**src/rtl/key_debounce_pkg.sv**
```systemverilog
// Shared state encoding and elaboration-time helpers for the multi-channel key debouncer.
// Constants and functions only: no logic, no latency, no backpressure.
package key_debounce_pkg;

    typedef enum logic [1:0] {
        UP    = 2'd0,
        DB_DN = 2'd1,
        DOWN  = 2'd2,
        DB_UP = 2'd3
    } state_t;

    function automatic int CLOG2(input int value);
        int res;
        int rem;
        res = 0;
        rem = value - 1;
        while (rem > 0) begin
            res = res + 1;
            rem = rem >> 1;
        end
        return res;
    endfunction

    function automatic int MAX2(input int a, input int b);
        return (a > b) ? a : b;
    endfunction

endpackage

```
**src/rtl/key_debounce_ch.sv**
```systemverilog
// One key channel: 2-flop sync, edge detect, debounce/long-press FSM, registered pulses.
// Pulses appear one cycle after the deciding tick; free-running inputs, no backpressure.
module key_debounce_ch
    import key_debounce_pkg::*;
#(
    parameter int DEBOUNCE_MS = 20,
    parameter int LONG_MS     = 1000,
    parameter int CW          = CLOG2(MAX2(DEBOUNCE_MS, LONG_MS) + 1)
) (
    input  logic CLK,
    input  logic RST_n,
    input  logic key_n_i,
    input  logic tick_i,
    output logic state_o,
    output logic press_o,
    output logic release_o,
    output logic long_o
);

    localparam logic [CW-1:0] DB_TGT   = CW'(DEBOUNCE_MS);
    localparam logic [CW-1:0] LONG_TGT = CW'(LONG_MS);

    logic          sync1_q, sync2_q, prev_q;
    state_t        state_q, state_d;
    logic [CW-1:0] db_cnt_q, db_cnt_d;
    logic [CW-1:0] hold_cnt_q, hold_cnt_d;
    logic          press_q, press_d;
    logic          rel_q, rel_d;
    logic          long_q, long_d;

    logic          fall, rise, any_edge;
    logic [CW-1:0] db_inc, hold_inc;

    // Key is active-low: a fall on the synchronised pin is a press attempt.
    assign fall     = prev_q & ~sync2_q;
    assign rise     = ~prev_q & sync2_q;
    assign any_edge = fall | rise;
    assign db_inc   = (db_cnt_q >= DB_TGT) ? DB_TGT : db_cnt_q + CW'(1);
    assign hold_inc = hold_cnt_q + CW'(1);

    always_ff @(posedge CLK or negedge RST_n) begin
        if (!RST_n) begin
            sync1_q    <= 1'b1;
            sync2_q    <= 1'b1;
            prev_q     <= 1'b1;
            state_q    <= UP;
            db_cnt_q   <= '0;
            hold_cnt_q <= '0;
            press_q    <= 1'b0;
            rel_q      <= 1'b0;
            long_q     <= 1'b0;
        end else begin
            sync1_q    <= key_n_i;
            sync2_q    <= sync1_q;
            prev_q     <= sync2_q;
            state_q    <= state_d;
            db_cnt_q   <= db_cnt_d;
            hold_cnt_q <= hold_cnt_d;
            press_q    <= press_d;
            rel_q      <= rel_d;
            long_q     <= long_d;
        end
    end

    always_comb begin
        state_d    = state_q;
        db_cnt_d   = db_cnt_q;
        hold_cnt_d = hold_cnt_q;
        press_d    = 1'b0;
        rel_d      = 1'b0;
        long_d     = 1'b0;
        case (state_q)
            UP: begin
                hold_cnt_d = '0;
                if (fall) begin
                    state_d  = DB_DN;
                    db_cnt_d = '0;
                end
            end
            DB_DN: begin
                if (any_edge) begin
                    db_cnt_d = '0;
                end else if (tick_i) begin
                    db_cnt_d = db_inc;
                    if (db_inc == DB_TGT) begin
                        if (!sync2_q) begin
                            state_d    = DOWN;
                            press_d    = 1'b1;
                            hold_cnt_d = '0;
                        end else begin
                            state_d = UP;
                        end
                    end
                end
            end
            DOWN: begin
                if (rise) begin
                    state_d  = DB_UP;
                    db_cnt_d = '0;
                end else if (tick_i && (LONG_MS != 0) && (hold_cnt_q != LONG_TGT)) begin
                    // Saturating at the target makes the long pulse once-per-press.
                    hold_cnt_d = hold_inc;
                    long_d     = (hold_inc == LONG_TGT);
                end
            end
            DB_UP: begin
                if (any_edge) begin
                    db_cnt_d = '0;
                end else if (tick_i) begin
                    db_cnt_d = db_inc;
                    if (db_inc == DB_TGT) begin
                        if (sync2_q) begin
                            state_d = UP;
                            rel_d   = 1'b1;
                        end else begin
                            state_d = DOWN;
                        end
                    end
                end
            end
            default: state_d = UP;
        endcase
    end

    assign state_o   = (state_q == DOWN) || (state_q == DB_UP);
    assign press_o   = press_q;
    assign release_o = rel_q;
    assign long_o    = long_q;

endmodule

```
**src/rtl/key_debounce_multi.sv**
```systemverilog
// CH-channel key conditioner sharing one 1 ms prescaler across per-channel debouncers.
// Press/release ~DEBOUNCE_MS ms after the last sync edge; no backpressure, pulses are 1 CLK.
module key_debounce_multi
    import key_debounce_pkg::*;
#(
    parameter int CH          = 4,
    parameter int CLK_HZ      = 50_000_000,
    parameter int DEBOUNCE_MS = 20,
    parameter int LONG_MS     = 1000
) (
    input  logic          CLK,
    input  logic          RST_n,
    input  logic [CH-1:0] Key_In,
    output logic [CH-1:0] Key_State,
    output logic [CH-1:0] Press_Pulse,
    output logic [CH-1:0] Release_Pulse,
    output logic [CH-1:0] Long_Pulse
);

    localparam int T1MS = CLK_HZ / 1000;
    localparam int PW   = (T1MS > 1) ? CLOG2(T1MS) : 1;
    localparam logic [PW-1:0] PRESC_LAST = PW'(T1MS - 1);

    logic [PW-1:0] presc_q, presc_d;
    logic          tick;

    assign tick    = (presc_q == PRESC_LAST);
    assign presc_d = tick ? '0 : presc_q + PW'(1);

    always_ff @(posedge CLK or negedge RST_n) begin
        if (!RST_n) begin
            presc_q <= '0;
        end else begin
            presc_q <= presc_d;
        end
    end

    for (genvar g = 0; g < CH; g++) begin : g_ch
        key_debounce_ch #(
            .DEBOUNCE_MS (DEBOUNCE_MS),
            .LONG_MS     (LONG_MS)
        ) u_ch (
            .CLK       (CLK),
            .RST_n     (RST_n),
            .key_n_i   (Key_In[g]),
            .tick_i    (tick),
            .state_o   (Key_State[g]),
            .press_o   (Press_Pulse[g]),
            .release_o (Release_Pulse[g]),
            .long_o    (Long_Pulse[g])
        );
    end

endmodule

```
**config.mk**
```make
export PLATFORM = sky130hd
export DESIGN_NAME = key_debounce_multi
export DESIGN_NICKNAME = d
export VERILOG_FILES = /design/src/rtl/key_debounce_pkg.sv /design/src/rtl/key_debounce_ch.sv /design/src/rtl/key_debounce_multi.sv
export SDC_FILE = /design/constraint.sdc
export NUM_CORES = 1
export LEC_CHECK = 0
export ABC_AREA = 1
export CAP_MARGIN = 10
export CELL_PAD_IN_SITES_DETAIL_PLACEMENT = 0
export CELL_PAD_IN_SITES_GLOBAL_PLACEMENT = 1
export CORE_ASPECT_RATIO = 0.6
export CORE_MARGIN = 4
export CORE_UTILIZATION = 50
export CTS_CLUSTER_DIAMETER = 60
export CTS_CLUSTER_SIZE = 16
export DETAILED_ROUTE_END_ITERATION = 6
export DONT_BUFFER_PORTS = 1
export PLACE_DENSITY_LB_ADDON = 0.1
export SYNTH_ARGS = -nofsm -noshare
export SYNTH_HDL_FRONTEND = slang
export SYNTH_SLANG_ARGS = --single-unit
```
**constraint.sdc**
```tcl
create_clock -name CLK -period 4.5 [get_ports CLK]
set_input_delay 0.225 -clock CLK [delete_from_list [all_inputs] [get_ports CLK]]
set_output_delay 0.225 -clock CLK [all_outputs]
set_load 0.05 [all_outputs]
```
==> Yosys cells after proc, flatten, opt, wreduce, memory -nomap -nowiden <==
Cells that the tools add are included.
{ "totals": {"reg_bits": 128, "elab_cells": 308} }
{ "classes": {"addsub": 9, "magnitude_cmp": 4, "n_eq_ne": 73, "n_mux": 133, "bitwise": 20, "reduce_logical": 32} }
{ "op_table": {"columns": ["operator", "count"], "rows": [
  ["10-bit 2-to-1 mux", 44],
  ["10-bit one-hot mux with 3 select lines", 8],
  ["10-bit by 1-bit adder with 10-bit output (second input constant)", 8],
  ["1-bit 2-to-1 mux", 52],
  ["2-bit 2-to-1 mux", 24],
  ["2-bit by 1-bit != test with 1-bit output (second input constant)", 24],
  ["10-bit == test (second input constant)", 4],
  ["10-bit by 5-bit == test with 1-bit output (second input constant)", 4],
  ["10-bit by 5-bit >= comparator with 1-bit output (second input constant)", 4],
  ["10-bit != test (second input constant)", 4],
  ["2-bit != test (second input constant)", 20],
  ["7-bit AND reduction", 4],
  ["2-bit one-hot mux with 3 select lines", 4],
  ["5-bit AND reduction", 4],
  ["16-bit by 1-bit adder with 16-bit output (second input constant)", 1],
  ["16-bit == test (second input constant)", 1],
  ["2-bit == test (second input constant)", 8],
  ["16-bit 2-to-1 mux", 1],
  ["3-bit by 1-bit != test with 1-bit output (second input constant)", 4],
  ["3-bit AND reduction", 4],
  ["3-bit nonzero test", 4],
  ["1-bit bitwise AND", 8],
  ["2-bit by 1-bit == test with 1-bit output (second input constant)", 4],
  ["2-bit zero test", 4],
  ["other kinds (5)", 24]
]} }

==> Logic depth before layout (Yosys ltp) <==
{ "logic_depth": {"word_depth": 7, "mapped_depth": 14, "ltp_nobuf": 13} }

==> Modules after synthesis <==
From an unflattened synthesis, not the netlist that was laid out.
{ "hier_totals": {"hier_cells": 978, "hier_area_um2": 7686.1} }
{ "modules_own_cells": {"columns": ["mod", "instances", "cells_per_inst", "area_per_inst_um2", "seq_area_each_um2"], "rows": [
  ["key_debounce_ch (g_ch[1].u_ch)", 1, 221, 1774.2, 704.4],
  ["key_debounce_ch (g_ch[0].u_ch)", 1, 214, 1745.4, 704.4],
  ["key_debounce_ch (g_ch[3].u_ch)", 1, 208, 1692.9, 704.4],
  ["key_debounce_ch (g_ch[2].u_ch)", 1, 215, 1595.3, 704.4],
  ["key_debounce_multi", 1, 120, 878.3, 400.4]
]} }

==> Worst setup path after synthesis <==
OpenSTA, ideal clock, no wires.
{ "synth_timing": {"path_kind": "flip-flop to flip-flop", "start": "register presc_q[0]", "end": "register g_ch[1].u_ch.hold_cnt_q[0]", "setup_ps": 117, "arrival_ps": 1583, "required_ps": 4383, "slack_ps": 2799, "path_stages_with_launch": 14, "n_path_buf": 1, "period_less_slack_ps": 1701, "path_cell_list": "dfrtp_1 > ha_1 > nand3_1 > nor2_1 > nand2_4 > inv_6 > nand2_2 > nand2_2 > inv_2 > nor2_2 > nand2_2 > buf_6 > nand2_2 > o21ai_2"} }
{ "synth_via": {"elab_chain_len": 4} }
{ "synth_lines": {"columns": ["element", "line", "text"], "rows": [
  ["start: declaration", "key_debounce_multi.sv:24", "logic [PW-1:0] presc_q, presc_d;"],
  ["start signal: assignment", "key_debounce_multi.sv:34", "presc_q <= presc_d;"],
  ["16-bit == test *", "key_debounce_multi.sv:27", "assign tick = (presc_q == PRESC_LAST);"],
  ["1-bit logical AND", "key_debounce_ch.sv:100", "end else if (tick_i && (LONG_MS != 0) && (hold_cnt_q != LONG_TGT)) begin"],
  ["2-bit by 1-bit != test with 1-bit output (no source line)", null, null],
  ["7-bit AND reduction (no source line) *", null, null],
  ["end signal: assignment", "key_debounce_ch.sv:58", "hold_cnt_q <= hold_cnt_d;"],
  ["end: declaration", "key_debounce_ch.sv:26", "logic [CW-1:0] hold_cnt_q, hold_cnt_d;"]
]} }
Mark *: on every way between the ends. The rest lies on a longest branch, timed or not.
A chain may end at the register's enable or synchronous reset.

==> Worst setup path in the final report <==
{ "layout_timing": {"start": "register presc_q[0]", "end": "register g_ch[3].u_ch.long_q"} }
{ "layout_via": {"elab_chain_len": 5} }
{ "layout_lines": {"columns": ["element", "line", "text"], "rows": [
  ["16-bit == test", "key_debounce_multi.sv:27", null],
  ["1-bit logical AND", "key_debounce_ch.sv:100", null],
  ["1-bit 2-to-1 mux", "key_debounce_ch.sv:100", null],
  ["1-bit 2-to-1 mux", "key_debounce_ch.sv:97", "if (rise) begin"],
  ["1-bit 2-to-1 mux", "key_debounce_ch.sv:72", "case (state_q)"],
  ["net g_ch[3].u_ch.long_d", "key_debounce_ch.sv:29", "logic long_q, long_d;"],
  ["end signal: assignment", "key_debounce_ch.sv:61", "long_q <= long_d;"],
  ["end: declaration", "key_debounce_ch.sv:29", null]
]} }
The timed path passes the listed nets, and every way through them passes these cells.

==> impl_metrics.env <==
export IMPL_synth_cell_types=43
export IMPL_grt_max_degree=129
export IMPL_cts_tree="built"
export IMPL_die_h_um=101
export IMPL_vias_per_cell=5.09
export IMPL_maxCapViolCount=0
export IMPL_cts_root_buf="clkbuf_16"
export IMPL_finalPower_mw=2.74
export IMPL_end_kind="register"
export IMPL_portBuffers=0
export IMPL_hold_viol=0
export IMPL_gp_congestion=0.856
export IMPL_io_pins=22
export IMPL_vias=5532
export IMPL_hold_depth=0
export IMPL_fin_crit_sh=0.537
export IMPL_ys_seq_area_frac=0.447
export IMPL_crit_type="reg -> reg"
export IMPL_status="complete, no violations"
export IMPL_htree_levels=4
export IMPL_cp_arrival_ns=2.70
export IMPL_r2r_end="g_ch[3].u_ch.long_o"
export IMPL_nets=917
export IMPL_worst_pin_slew_ns=1.00
export IMPL_crit_path_max_fanout=19
export IMPL_post_dp_hpwl_um=9790
export IMPL_drt_iter0_markers=310
export IMPL_grt_pass1_wl_um=24600
export IMPL_syn_avg_cell_area_um2=8.06
export IMPL_crit_path_start_kind="register"
export IMPL_clk_pin_slew_ns=0.06
export IMPL_final_util=0.573
export IMPL_fmax_ghz=0.413
export IMPL_fill_cells=1264
export IMPL_area_growth_pct=10.5
export IMPL_fin_skew_ns=0.00780
export IMPL_cp_startpoint="presc_q[0]"
export IMPL_netlist_instances=892
export IMPL_syn_area_um2=7190
export IMPL_min_period_ns=2.42
export IMPL_ys_flop_type="dfrtp_1"
export IMPL_drt_total_wl_um=14100
export IMPL_leakage_nw=3.91
export IMPL_clk_latency_ns=0.40
export IMPL_p_per_area_nw_per_um2=345
export IMPL_drc=0
export IMPL_rsz0062_at_grt="false"
export IMPL_layout_drive_gt1_share=0.108
export IMPL_first_pass_iters=6
export IMPL_start_util=0.518
export IMPL_rrSetupSlack_ns=2.08
export IMPL_post_cts_resized=0
export IMPL_crit_required_ns=4.78
export IMPL_post_drt_wl_per_cell_um=13.0
export IMPL_timing_rr_start="presc_q[0]"
export IMPL_setup_tns_ns=0
export IMPL_holdCritPathClass="reg -> reg"
export IMPL_maxSlewViolCount=0
export IMPL_numClockSinks=128
export IMPL_grt_util_all_layers=0.182
export IMPL_synth_seq_cells=128
export IMPL_overflow=0
export IMPL_die_area_um2=16400
export IMPL_antenna_found_initial=0
export IMPL_ant_nets=0
export IMPL_synth_edff_count=0
export IMPL_cts_max_path_buffers=2
export IMPL_grt_pass1_vias=5248
export IMPL_ys_warn_count=0
export IMPL_cts_inserted_buffers=17
export IMPL_core_um2=13900
export IMPL_r2r_cells=9
export IMPL_synth_fp_nets=927
export IMPL_rows=33
export IMPL_n_antenna_cell=0
export IMPL_holdWs_ns=0.354
export IMPL_peakVddDrop_v=0.000192
export IMPL_async_flop_share=1.00
export IMPL_die_w_um=163
export IMPL_critPathCapture="g_ch[3].u_ch.long_o"
export IMPL_relSlewSlack=0.330
export IMPL_reg_top3="g_ch.u_ch.db_cnt_q: 40 flops, g_ch.u_ch.hold_cnt_q: 40 flops, presc_q: 16 flops"
export IMPL_finalSetupViolCount=0
==> report_power, final <==
group | leakage, nW | internal [mW] | switching [mW] | total [mW]
Sequential | 1.71 | 1.16 | 0.00459 | 1.17
Clock | 0.327 | 1.02 | 0.485 | 1.51
Combinational | 1.87 | 0.0174 | 0.0482 | 0.0656
==> worst min path at each step <==
stage,from,end,slack [ns]
floorplan,RST_n,asynchronous set/reset pin,-0.07
global route,Key_In[1],g_ch[1].u_ch.sync1_q,0.36
global placement,RST_n,g_ch[1].u_ch.hold_cnt_q[7],-0.07
finish,g_ch[0].u_ch.sync1_q,g_ch[0].u_ch.sync2_q,0.35
detailed placement,RST_n,g_ch[1].u_ch.hold_cnt_q[9],-0.07
CTS,Key_In[1],g_ch[1].u_ch.sync1_q,0.35
==> layer usage <==
metal,global-route usage,wire length [um],vias to the layer above
li1,-,-,2801
met1,0.268,7360,2595
met3,0.0409,620,14
met4,0.0522,139,0
met5,0,0,-
met2,0.269,6000,122
==> layout make-up <==
| class | count | area [um2] | area share |
|---|---|---|---|
| Sequential cell | 128 | 3220 | 0.405 |
| Multi-Input combinational cell | 583 | 3200 | 0.403 |
| Inverter | 146 | 553 | 0.0696 |
| Clock buffer | 21 | 470 | 0.0592 |
| Tap cell | 192 | 240 | 0.0302 |
| Clock inverter | 11 | 184 | 0.0232 |
| Timing Repair Buffer | 6 | 77.6 | 0.00977 |
==> Yosys cell counts (2+ instances only) <==
| cell | count | area (um2) |
|---|---|---|
| a21oi_1 | 10 | 50.1 |
| a21oi_2 | 3 | 26.3 |
| buf_2 | 5 | 25.0 |
| buf_4 | 16 | 120 |
| buf_6 | 3 | 33.8 |
| clkbuf_1 | 11 | 41.3 |
| dfrtp_1 | 116 | 2900 |
| dfstp_2 | 12 | 315 |
| ha_1 | 29 | 363 |
| inv_1 | 136 | 510 |
| inv_2 | 9 | 33.8 |
| nand2_1 | 190 | 713 |
| nand2_2 | 15 | 93.8 |
| nand2_4 | 2 | 22.5 |
| nand3_1 | 56 | 280 |
| nand3_2 | 2 | 20.0 |
| nand4_1 | 49 | 307 |
| nor2_1 | 92 | 345 |
| nor2_2 | 2 | 12.5 |
| nor2_4 | 4 | 45.0 |
| nor3_1 | 24 | 120 |
| nor3b_1 | 3 | 22.5 |
| nor4_1 | 5 | 31.3 |
| o21ai_0 | 20 | 100 |
| o21ai_1 | 7 | 35.0 |
| o21ai_2 | 10 | 87.6 |
| o22ai_1 | 8 | 50.1 |
| xnor2_1 | 9 | 78.8 |
| xor2_1 | 30 | 263 |
==> critical path, stage by stage, from the launching register on <==
cell and delay (ns):
dfrtp_1 0.37, ha_1 0.19, nand3_1 0.17, nor2_1 0.23
nand2_4 0.21, inv_6 0.23, nand3_1 0.13, inv_1 0.29
nand3_1 0.16, nor3_1 0.32
==> kinds of logic (layout without fill, tap and decap cells) <==
logic type / Yosys count / count (layout) / share of synthesized area
and+or+nand+nor: 448 / 448 / 0.284
buffers and inverters: 181 / 184 / 0.108
AOI/OAI and AO/OA: 67 / 67 / 0.0626
xor gates and xnor gates: 39 / 39 / 0.0475
adders and majority gates: 29 / 29 / 0.0505
DFF: 128 / 128 / 0.447
==> stage by stage <==
stage	setup WS, ns	cell area [um2]	cells
after floorplan	2.80	7190	892
after global placement	2.16	7210	1049
after detailed placement	2.08	7210	1049
after CTS	2.08	7940	1087
after global routing	1.84	7940	1087
final	2.08	7940	1087
==> cell usage in the layout (no fill, tap or decap), types with 12 or more instances in the layout <==
master	instances
nor2_1	92
nand3_1	56
nand2_1	190
inv_1	136
nor3_1	24
nand4_1	49
xor2_1	30
clkbuf_16	17
dfstp_2	12
ha_1	29
o21ai_0	20
nand2_2	15
dfrtp_1	116
==> timing repair <==
action                                 in CTS  in global routing
endpoints found under the hold margin     132                  0
buffers inserted                            0                  0
hold buffers                                6                  0
Note: power is estimated with default switching activity, not from simulation.
